<file path="src/rtl/burst_ctrl_pkg.sv">
// Shared types for the multi-channel burst controller: channel mode and per-channel FSM state.
package burst_ctrl_pkg;

  typedef enum logic [1:0] {ONE_SHOT, RETRIG, CONT, BURST_N} mode_t;
  typedef enum logic [1:0] {IDLE, ACTIVE, GAP} state_t;

endpackage

</file>
<file path="src/rtl/burst_ch_fsm.sv">
// One burst channel: IDLE/ACTIVE/GAP state, period and burst counters, config latched on trigger.
module burst_ch_fsm
  import burst_ctrl_pkg::*;
#(
  parameter int DUR_W = 8,
  parameter int REP_W = 8
) (
  input  logic             clk,
  input  logic             rst,
  input  logic             trigger,
  input  logic             abort,
  input  logic             period_tick,
  input  logic [1:0]       mode_i,
  input  logic [DUR_W-1:0] duration_i,
  input  logic [REP_W-1:0] repeat_i,
  output logic             active,
  output logic             done,
  output logic             busy
);

  state_t             state_q, state_d;
  mode_t              mode_q, mode_d;
  logic [DUR_W-1:0]   dur_q, dur_d;
  logic [DUR_W-1:0]   period_q, period_d;
  logic [REP_W-1:0]   rep_q, rep_d;
  logic [REP_W-1:0]   burst_q, burst_d;
  logic               done_q, done_d;

  logic               period_last;
  logic [DUR_W-1:0]   period_inc;
  logic [REP_W-1:0]   burst_inc;

  // Compare one bit wider so period_q + 1 cannot wrap before the compare.
  assign period_last = ({1'b0, period_q} + (DUR_W + 1)'(1)) >= {1'b0, dur_q};
  assign period_inc  = (period_q == '1) ? period_q : period_q + DUR_W'(1);
  assign burst_inc   = (burst_q == '1) ? burst_q : burst_q + REP_W'(1);

  // NOTE: every signal assigned here gets a default first, so no path can infer a latch.
  always_comb begin
    state_d  = state_q;
    mode_d   = mode_q;
    dur_d    = dur_q;
    period_d = period_q;
    rep_d    = rep_q;
    burst_d  = burst_q;
    done_d   = 1'b0;

    if (abort && state_q != IDLE) begin
      state_d = IDLE;
      done_d  = 1'b1;
    end else begin
      unique case (state_q)
        IDLE: begin
          if (trigger) begin
            state_d  = ACTIVE;
            mode_d   = mode_t'(mode_i);
            dur_d    = (duration_i == '0) ? DUR_W'(1) : duration_i;
            rep_d    = (repeat_i == '0) ? REP_W'(1) : repeat_i;
            period_d = '0;
            burst_d  = REP_W'(1);
          end
        end
        ACTIVE: begin
          if (trigger && mode_q == RETRIG) begin
            period_d = '0;
          end else if (period_tick) begin
            if (period_last) begin
              period_d = '0;
              unique case (mode_q)
                CONT:    state_d = ACTIVE;
                BURST_N: begin
                  if (burst_q < rep_q) begin
                    state_d = GAP;
                  end else begin
                    state_d = IDLE;
                    done_d  = 1'b1;
                  end
                end
                default: begin
                  state_d = IDLE;
                  done_d  = 1'b1;
                end
              endcase
            end else begin
              period_d = period_inc;
            end
          end
        end
        GAP: begin
          if (period_tick) begin
            if (period_last) begin
              state_d  = ACTIVE;
              period_d = '0;
              burst_d  = burst_inc;
            end else begin
              period_d = period_inc;
            end
          end
        end
        default: state_d = IDLE;
      endcase
    end
  end

  // NOTE: synchronous reset clears every register, including the latched configuration.
  always_ff @(posedge clk) begin
    if (rst) begin
      state_q  <= IDLE;
      mode_q   <= ONE_SHOT;
      dur_q    <= '0;
      period_q <= '0;
      rep_q    <= '0;
      burst_q  <= '0;
      done_q   <= 1'b0;
    end else begin
      state_q  <= state_d;
      mode_q   <= mode_d;
      dur_q    <= dur_d;
      period_q <= period_d;
      rep_q    <= rep_d;
      burst_q  <= burst_d;
      done_q   <= done_d;
    end
  end

  assign active = (state_q == ACTIVE);
  assign busy   = (state_q != IDLE);
  assign done   = done_q;

endmodule

</file>
<file path="src/rtl/burst_ctrl_fsm.sv">
// NUM_CH independent burst channels gating PWM generators; busy is the OR of all channels.
// Optional sticky done interrupt (irq/irq_clr) when BURST_CTRL_DONE_IRQ_EN is defined.
module burst_ctrl_fsm
  import burst_ctrl_pkg::*;
#(
  parameter int NUM_CH = 4,
  parameter int DUR_W  = 8,
  parameter int REP_W  = 8
) (
  input  logic                          clk,
  input  logic                          rst,
  input  logic [NUM_CH-1:0]             trigger,
  input  logic [NUM_CH-1:0]             abort,
  input  logic [NUM_CH-1:0]             period_tick,
  input  logic [NUM_CH-1:0][1:0]        mode_i,
  input  logic [NUM_CH-1:0][DUR_W-1:0]  duration_i,
  input  logic [NUM_CH-1:0][REP_W-1:0]  repeat_i,
  output logic [NUM_CH-1:0]             active,
  output logic [NUM_CH-1:0]             done,
  output logic                          busy
`ifdef BURST_CTRL_DONE_IRQ_EN
  ,
  input  logic                          irq_clr,
  output logic                          irq
`endif
);

  logic [NUM_CH-1:0] ch_busy;

  for (genvar ch = 0; ch < NUM_CH; ch++) begin : g_ch
    burst_ch_fsm #(
      .DUR_W (DUR_W),
      .REP_W (REP_W)
    ) u_ch (
      .clk         (clk),
      .rst         (rst),
      .trigger     (trigger[ch]),
      .abort       (abort[ch]),
      .period_tick (period_tick[ch]),
      .mode_i      (mode_i[ch]),
      .duration_i  (duration_i[ch]),
      .repeat_i    (repeat_i[ch]),
      .active      (active[ch]),
      .done        (done[ch]),
      .busy        (ch_busy[ch])
    );
  end

  assign busy = |ch_busy;

`ifdef BURST_CTRL_DONE_IRQ_EN
  // Set has priority over clear so a done coinciding with irq_clr is never lost.
  always_ff @(posedge clk) begin
    if (rst) begin
      irq <= 1'b0;
    end else if (|done) begin
      irq <= 1'b1;
    end else if (irq_clr) begin
      irq <= 1'b0;
    end
  end
`endif

endmodule

</file>
<file path="config.mk">
export PLATFORM = sky130hd
export DESIGN_NAME = burst_ctrl_fsm
export DESIGN_NICKNAME = d
export VERILOG_FILES = /design/src/rtl/burst_ctrl_pkg.sv /design/src/rtl/burst_ch_fsm.sv /design/src/rtl/burst_ctrl_fsm.sv
export SDC_FILE = /design/constraint.sdc
export NUM_CORES = 1
export LEC_CHECK = 0
export CAP_MARGIN = 15
export CORE_AREA = 2 2 127 129
export CTS_CLUSTER_DIAMETER = 80
export DETAILED_ROUTE_END_ITERATION = 10
export DIE_AREA = 0 0 129 131
export PLACE_DENSITY = 0.79
export SLEW_MARGIN = 20
export SYNTH_ARGS = -nofsm -noshare
export SYNTH_HDL_FRONTEND = slang
export SYNTH_SLANG_ARGS = --single-unit
</file>
<file path="constraint.sdc">
create_clock -name clk -period 3.5 [get_ports clk]
set_input_delay 0.7 -clock clk [delete_from_list [all_inputs] [get_ports clk]]
set_output_delay 0.7 -clock clk [all_outputs]
set_load 0.05 [all_outputs]
</file>
==> After elaboration in Yosys (flattened, before gate mapping) <==
Index checks and enable logic that the tools add are counted.
{ "classes": {"n_addsub": 12, "order_cmp": 8, "div": 0, "muxes": 116, "bitwise": 4, "eq_ne": 56, "n_reduce_logical": 53, "n_shift": 0, "mul": 0} }
{ "ops": {"columns": ["op", "count"], "rows": [
  ["$mux W8", 44],
  ["$pmux W8 S3", 4],
  ["$add A8 B1 Y8 const B", 8],
  ["$eq A8 B8 Y1 const B", 8],
  ["$logic_not A8 Y1", 8],
  ["$pmux W8 S2", 4],
  ["$mux W2", 28],
  ["$ne A2 B2 Y1 const B", 24],
  ["$reduce_and A6 Y1", 8],
  ["$add A8 B1 Y9 const B", 4],
  ["$ge A9 B8 Y1", 4],
  ["$lt A8 B8 Y1", 4],
  ["$eq A2 B2 Y1 const B", 12],
  ["$mux W1", 24],
  ["$pmux W2 S3", 4],
  ["$reduce_and A3 Y1", 8],
  ["$eq A2 B1 Y1 const B", 8],
  ["$pmux W2 S2", 4],
  ["$reduce_bool A2 Y1", 8],
  ["$reduce_bool A3 Y1", 4],
  ["$logic_and A1 B1 Y1", 8],
  ["$logic_not A2 Y1", 4],
  ["$ne A2 B1 Y1 const B", 4],
  ["$pmux W1 S2", 4],
  ["other kinds (3)", 9]
]} }
{ "totals": {"n_memories": 0, "reg_bits": 148, "elab_cells": 277, "out_inout_bits": 9, "romBits": 0, "latch_bits": 0, "mem_bits_rw": 0} }

==> Longest topological paths before layout <==
{ "logic_depth": {"ltp_word": 8, "ltp_mapped": 13, "depth_no_buf": 11} }

==> Cells and area by module <==
Synthesis repeated with hierarchy kept, for this count alone.
{ "unflattened": {"hier_cells": 1157, "area_unflattened_um2": 9085.0} }
{ "modules_own_cells": {"columns": ["module", "n_inst", "cells_per_inst", "area_per_inst_um2"], "rows": [
  ["burst_ch_fsm at g_ch[0].u_ch ...", 2, 286, 2197.1],
  ["burst_ch_fsm at g_ch[1].u_ch", 1, 298, 2371.0],
  ["burst_ch_fsm at g_ch[3].u_ch", 1, 286, 2312.2],
  ["burst_ctrl_fsm", 1, 1, 7.5]
]} }

==> Worst setup path after synthesis <==
OpenSTA, ideal clock, no wires.
{ "synth_timing": {"path_type": "reg2reg", "from": "reg g_ch[2].u_ch.period_q[2]", "to": "reg g_ch[2].u_ch.period_q[2]", "setup_slack_ns": 0.489, "required_ns": 3.378, "path_stages_with_launch": 14, "arrival_time_ns": 2.889, "cell_sequence": "dfxtp_1 > and3_1 > and3_2 > and3_1 > xor2_1 > ha_1 > nand3_1 > or2_1 > or3_1 > buf_2 > and4_4 > buf_6 > and4b_1 > a311o_1"} }
{ "synth_between": {"elab_chain_len": 6, "elab_cells_between_ends": 9, "classes_between": "2 x add/sub; 1 x order compare; 1 x eq/ne; 5 x mux"} }
{ "synth_rtl": {"columns": ["item", "line", "source"], "rows": [
  ["from (decl)", "burst_ch_fsm.sv:24", "logic [DUR_W-1:0] period_q, period_d;"],
  ["from (signal assigned)", "burst_ch_fsm.sv:119", "period_q <= period_d;"],
  ["$add A8 B1 Y9 (tied with other cells)", "burst_ch_fsm.sv:34", "assign period_last = ({1'b0, period_q} + (DUR_W + 1)'(1)) >= {1'b0, dur_q};"],
  ["$ge A9 B8 Y1 or $mux W8 (tied branches)", "burst_ch_fsm.sv:34, burst_ch_fsm.sv:35", null],
  ["$mux W8", "burst_ch_fsm.sv:67, burst_ch_fsm.sv:91", null],
  ["$mux W8 *", "burst_ch_fsm.sv:90", "if (period_tick) begin"],
  ["$mux W8", "burst_ch_fsm.sv:64", "if (trigger && mode_q == RETRIG) begin"],
  ["$pmux W8 S3 *", "burst_ch_fsm.sv:52", "unique case (state_q)"]
]} }
Every way passes the cells marked *; elsewhere a longest branch is shown, timed or not.
A chain may end at the register's enable or synchronous reset.

==> Final worst setup path <==
{ "layout_timing": {"from": "reg g_ch[2].u_ch.period_q[2]", "to": "reg g_ch[2].u_ch.period_q[5]"} }
{ "layout_between": {"elab_chain_len": 6, "elab_cells_between_ends": 9, "classes_between": "2 x add/sub; 1 x order compare; 1 x eq/ne; 5 x mux"} }
{ "layout_rtl": {"columns": ["item", "line"], "rows": [
  ["$add A8 B1 Y9 (tied with other cells)", "burst_ch_fsm.sv:34"],
  ["$ge A9 B8 Y1 or $mux W8 (tied branches)", "burst_ch_fsm.sv:34, burst_ch_fsm.sv:35"],
  ["$mux W8 *", "burst_ch_fsm.sv:67, burst_ch_fsm.sv:91"],
  ["$mux W8 *", "burst_ch_fsm.sv:90"],
  ["$mux W8", "burst_ch_fsm.sv:64"],
  ["$pmux W8 S3 *", "burst_ch_fsm.sv:52"]
]} }
Marks and branches as above.

==> reports/metrics.yaml <==
status: "completed"
cp-endpoint: "g_ch[2].u_ch.period_q[5]"
synth-seq-cells: 148
p_sw_uw: 1680
vias: 7990
grt_max_degree: 45
syn_to_final_growth_pct: 19.8
crit_path_end_kind: "flop"
r2r_end: "g_ch[2].u_ch.period_q[5]"
power_density_nw_per_um2: 506
cts_buffer_depth: 2
synth_cells: 1121
nets: 1374
cts_root_buf: "clkbuf_16"
grt_pass1_wl_um: 33400
syn-num-nets: 1291
synthArstFlopShare: 0
fin_crit_ns: 3.21
cts-resized-gates: 0
vdd_drop_max_v: 0.000364
ys_warn_count: 0
clockPowerShare: 0.376
dp.cells: 1401
via_per_inst: 5.58
rsz0062_at_grt: "false"
syn_area_um2: 8880
fmax_ghz: 0.312
yosysUniqueCellTypes: 75
cts_tree: "yes"
initial_core_util: 0.569
totalWireLength_um: 20100
synth_edf_count: 0
antenna-diode-count: 0
synth_flop_cell: "dfxtp_1"
dpl.hpwl_um: 14500
grt_overflow: 0
crit_required_ns: 3.81
route.detailed.drc: 0
max_slew_margin: 0.456
die_area_um2: 16900
final_antenna_net_count: 0
worstSetupPathDepth: 11
path_delay_family: "simple AND/OR/NAND/NOR gates"
stdcell_count: 1432
multi_input_area_um2: 5380
fin_ws_ns: 0.295
drtIter0Drc: 506
cts_inserted_buffers: 17
grt_pass1_vias: 7298
htreeDepth: 4
crit_start: "g_ch[2].u_ch.period_q[2]"
crit_top_cell: "and3_1"
ioPinCount: 95
register_area_um2: 2960
cts_hold_buf: 0
finalSetupViolCount: 0
hp-class: "reg -> reg"
crit_fanout: 11
worst_r2r_startpoint: "g_ch[2].u_ch.period_q[2]"
fp.dieW_um: 129
hold_start: "g_ch[0].u_ch.rep_q[1]"
clk-insertion-delay-late_ns: 0.43
tightestPinTransition_ns: 0.809
max_stage_delay_ns: 0.46
post_cts_buffers: 0
crit_arrival_ns: 3.51
cp_cell_sequence: "and3_1 -> and3_2 -> and3_1 -> xor2_1 -> ha_1 -> nand3_1 -> or2_1 -> or3_1 -> and4_4 -> and4bb_2 -> a311o_1"
comb_power_share: 0.264
start_kind: "flop"
switching_share: 0.313
rows: 46
gp_congestion: 0.862
cts_sinks: 148
maxCapViolCount: 0
routedWlPerCell_um: 14.0
synth.yosys.seq_area_share: 0.334
dr.pass1.iters: 5
rr_worst_depth: 11
avgSynthCellArea_um2: 7.92
die_h_um: 131
slowest_stage: "or3_1"
clk_pin_slew_ns: 0.06
p_leak_uw: 0.00424
antenna_found_initial: 0
min_period_over_period: 0.916
dpl_worst_slack_ns: 0.338
fillers: 1320
drive_gt1_frac: 0.0576
maxSlewViolCount: 0
portBuffers: 94
r2r_slack_ns: 0.29
core_area_um2: 15600
internal_power_uw: 3700
pwr-share-seq: 0.359
finalClockSkew_ns: 0.00798
finalSetupTns_ns: 0
final_hold_viol_count: 0
path_class: "reg -> reg"
crit_buf_inv: 0
track_usage: 0.243
worst min-delay path by stage:
stage	endpoint	depth (start not counted)
CTS	g_ch[0].u_ch.dur_q[7]	2
finish	g_ch[0].u_ch.rep_q[1]	2
detailed placement	g_ch[3].u_ch.rep_q[6]	2
floorplan	g_ch[0].u_ch.dur_q[1]	2
global route	g_ch[0].u_ch.rep_q[7]	2
global placement	g_ch[3].u_ch.dur_q[4]	2
stage by stage:
| step | total power, µW | hold WS (ns) | util | area, µm² |
|---|---|---|---|---|
| 6_report | 5380 | 0.453 | 0.682 | 10600 |
| 5_1_grt | 5670 | 0.471 | 0.682 | 10600 |
| 4_1_cts | 5410 | 0.456 | 0.682 | 10600 |
| 3_5_place_dp | 3390 | 0.448 | 0.640 | 9980 |
| 3_3_place_gp | 3360 | 0.443 | 0.640 | 9980 |
| 2_1_floorplan | 2980 | 0.436 | - | 8880 |
cell type report:
class	count	area share
clock buffer	22	0.0446
clock inverter	9	0.0165
inverter	88	0.0311
multi-input combinational	841	0.506
sequential	148	0.279
tap	216	0.0254
timing repair buffer	108	0.0981
metal layers:
| layer | track usage | share of wire |
|---|---|---|
| met1 | 0.308 | 0.46 |
| met2 | 0.415 | 0.49 |
| met3 | 0.0501 | 0.034 |
| met4 | 0.0761 | 0.013 |
| met5 | 0 | 0 |
cell usage after synthesis, types with 6 or more instances:
cell type  number  area (µm²)
nor2_1         68         255
nor3_1         36         180
nor3b_1         6        45.0
nor2b_1        19         119
inv_1          88         330
a21oi_1       109         546
nand2b_1       13        81.3
or2_2           6        37.5
o41ai_1         7        61.3
buf_4           8        60.1
and3_1         11        68.8
nor4_1         11        68.8
ha_1           84        1050
a211o_1         6        52.6
dfxtp_1       148        2960
o21ai_0        30         150
a21o_1         10        75.1
clkbuf_1       23        86.3
a211oi_1       15         113
and2_1          8        50.1
a31oi_1         7        43.8
buf_1           8        30.0
nand3_1        35         175
xnor2_1        18         158
nand2_1       188         706
nand3b_1        9        67.6
o211ai_1        6        45.0
mux2i_1         9        90.1
or3_1           8        50.1
nand4_1         9        56.3
xor2_1         15         131
a22oi_1        12        90.1
sequential cells by signal, indices dropped and copies added, names as in the netlist:
name,cells
g_ch.u_ch.mode_q,8
g_ch.u_ch.rep_q,32
g_ch.u_ch.done,4
g_ch.u_ch.burst_q,32
g_ch.u_ch.period_q,32
g_ch.u_ch.state_q,8
g_ch.u_ch.dur_q,32
power groups by stage:
stage | sequential, µW | clock (µW) | combinational (µW)
2_1_floorplan | 1940 | 0 | 1040
3_3_place_gp | 1960 | 0 | 1390
3_5_place_dp | 1970 | 0 | 1420
4_1_cts | 1930 | 2050 | 1430
5_1_grt | 1950 | 2120 | 1590
6_report | 1930 | 2020 | 1420
placed cells by master, fill, tap and decap left out, drive strengths merged, types with 9 or more instances in the layout:
cell type | Yosys | layout
and2 | 9 | 9
buf | 21 | 15
mux2i | 9 | 9
clkbuf | 23 | 22
xnor2 | 18 | 18
dfxtp | 148 | 148
or3 | 9 | 9
nor4 | 12 | 12
clkdlybuf4s50 | 0 | 93
nand3 | 35 | 35
nor2 | 68 | 68
nand4 | 9 | 9
a22oi | 12 | 12
nor3 | 36 | 36
a21o | 10 | 10
o21ai | 33 | 33
xor2 | 15 | 15
and3 | 14 | 14
a21oi | 109 | 109
inv | 88 | 88
nand3b | 9 | 9
nand2 | 188 | 188
ha | 84 | 84
nor2b | 19 | 19
a211oi | 16 | 16
nand2b | 13 | 13
worst register-to-register path, delay by kind of cell, from the launching register on:
family	cells	cell delay [ns]
compound gates	1	0.30
xor+xnor	1	0.09
fa+ha+maj	1	0.29
flops	1	0.42
simple gates	8	1.99
logic make-up (layout without fill, tap and decap cells):
| logic type | after synthesis | in the layout | share of synthesized area |
|---|---|---|---|
| fa+ha+maj | 84 | 84 | 0.118 |
| mux | 10 | 10 | 0.0114 |
| buf+inv | 132 | 227 | 0.0606 |
| flops | 148 | 148 | 0.334 |
| xor+xnor | 33 | 33 | 0.0326 |
| simple gates | 456 | 456 | 0.251 |
| compound gates | 258 | 258 | 0.193 |
(Power assumes the default switching activity.)
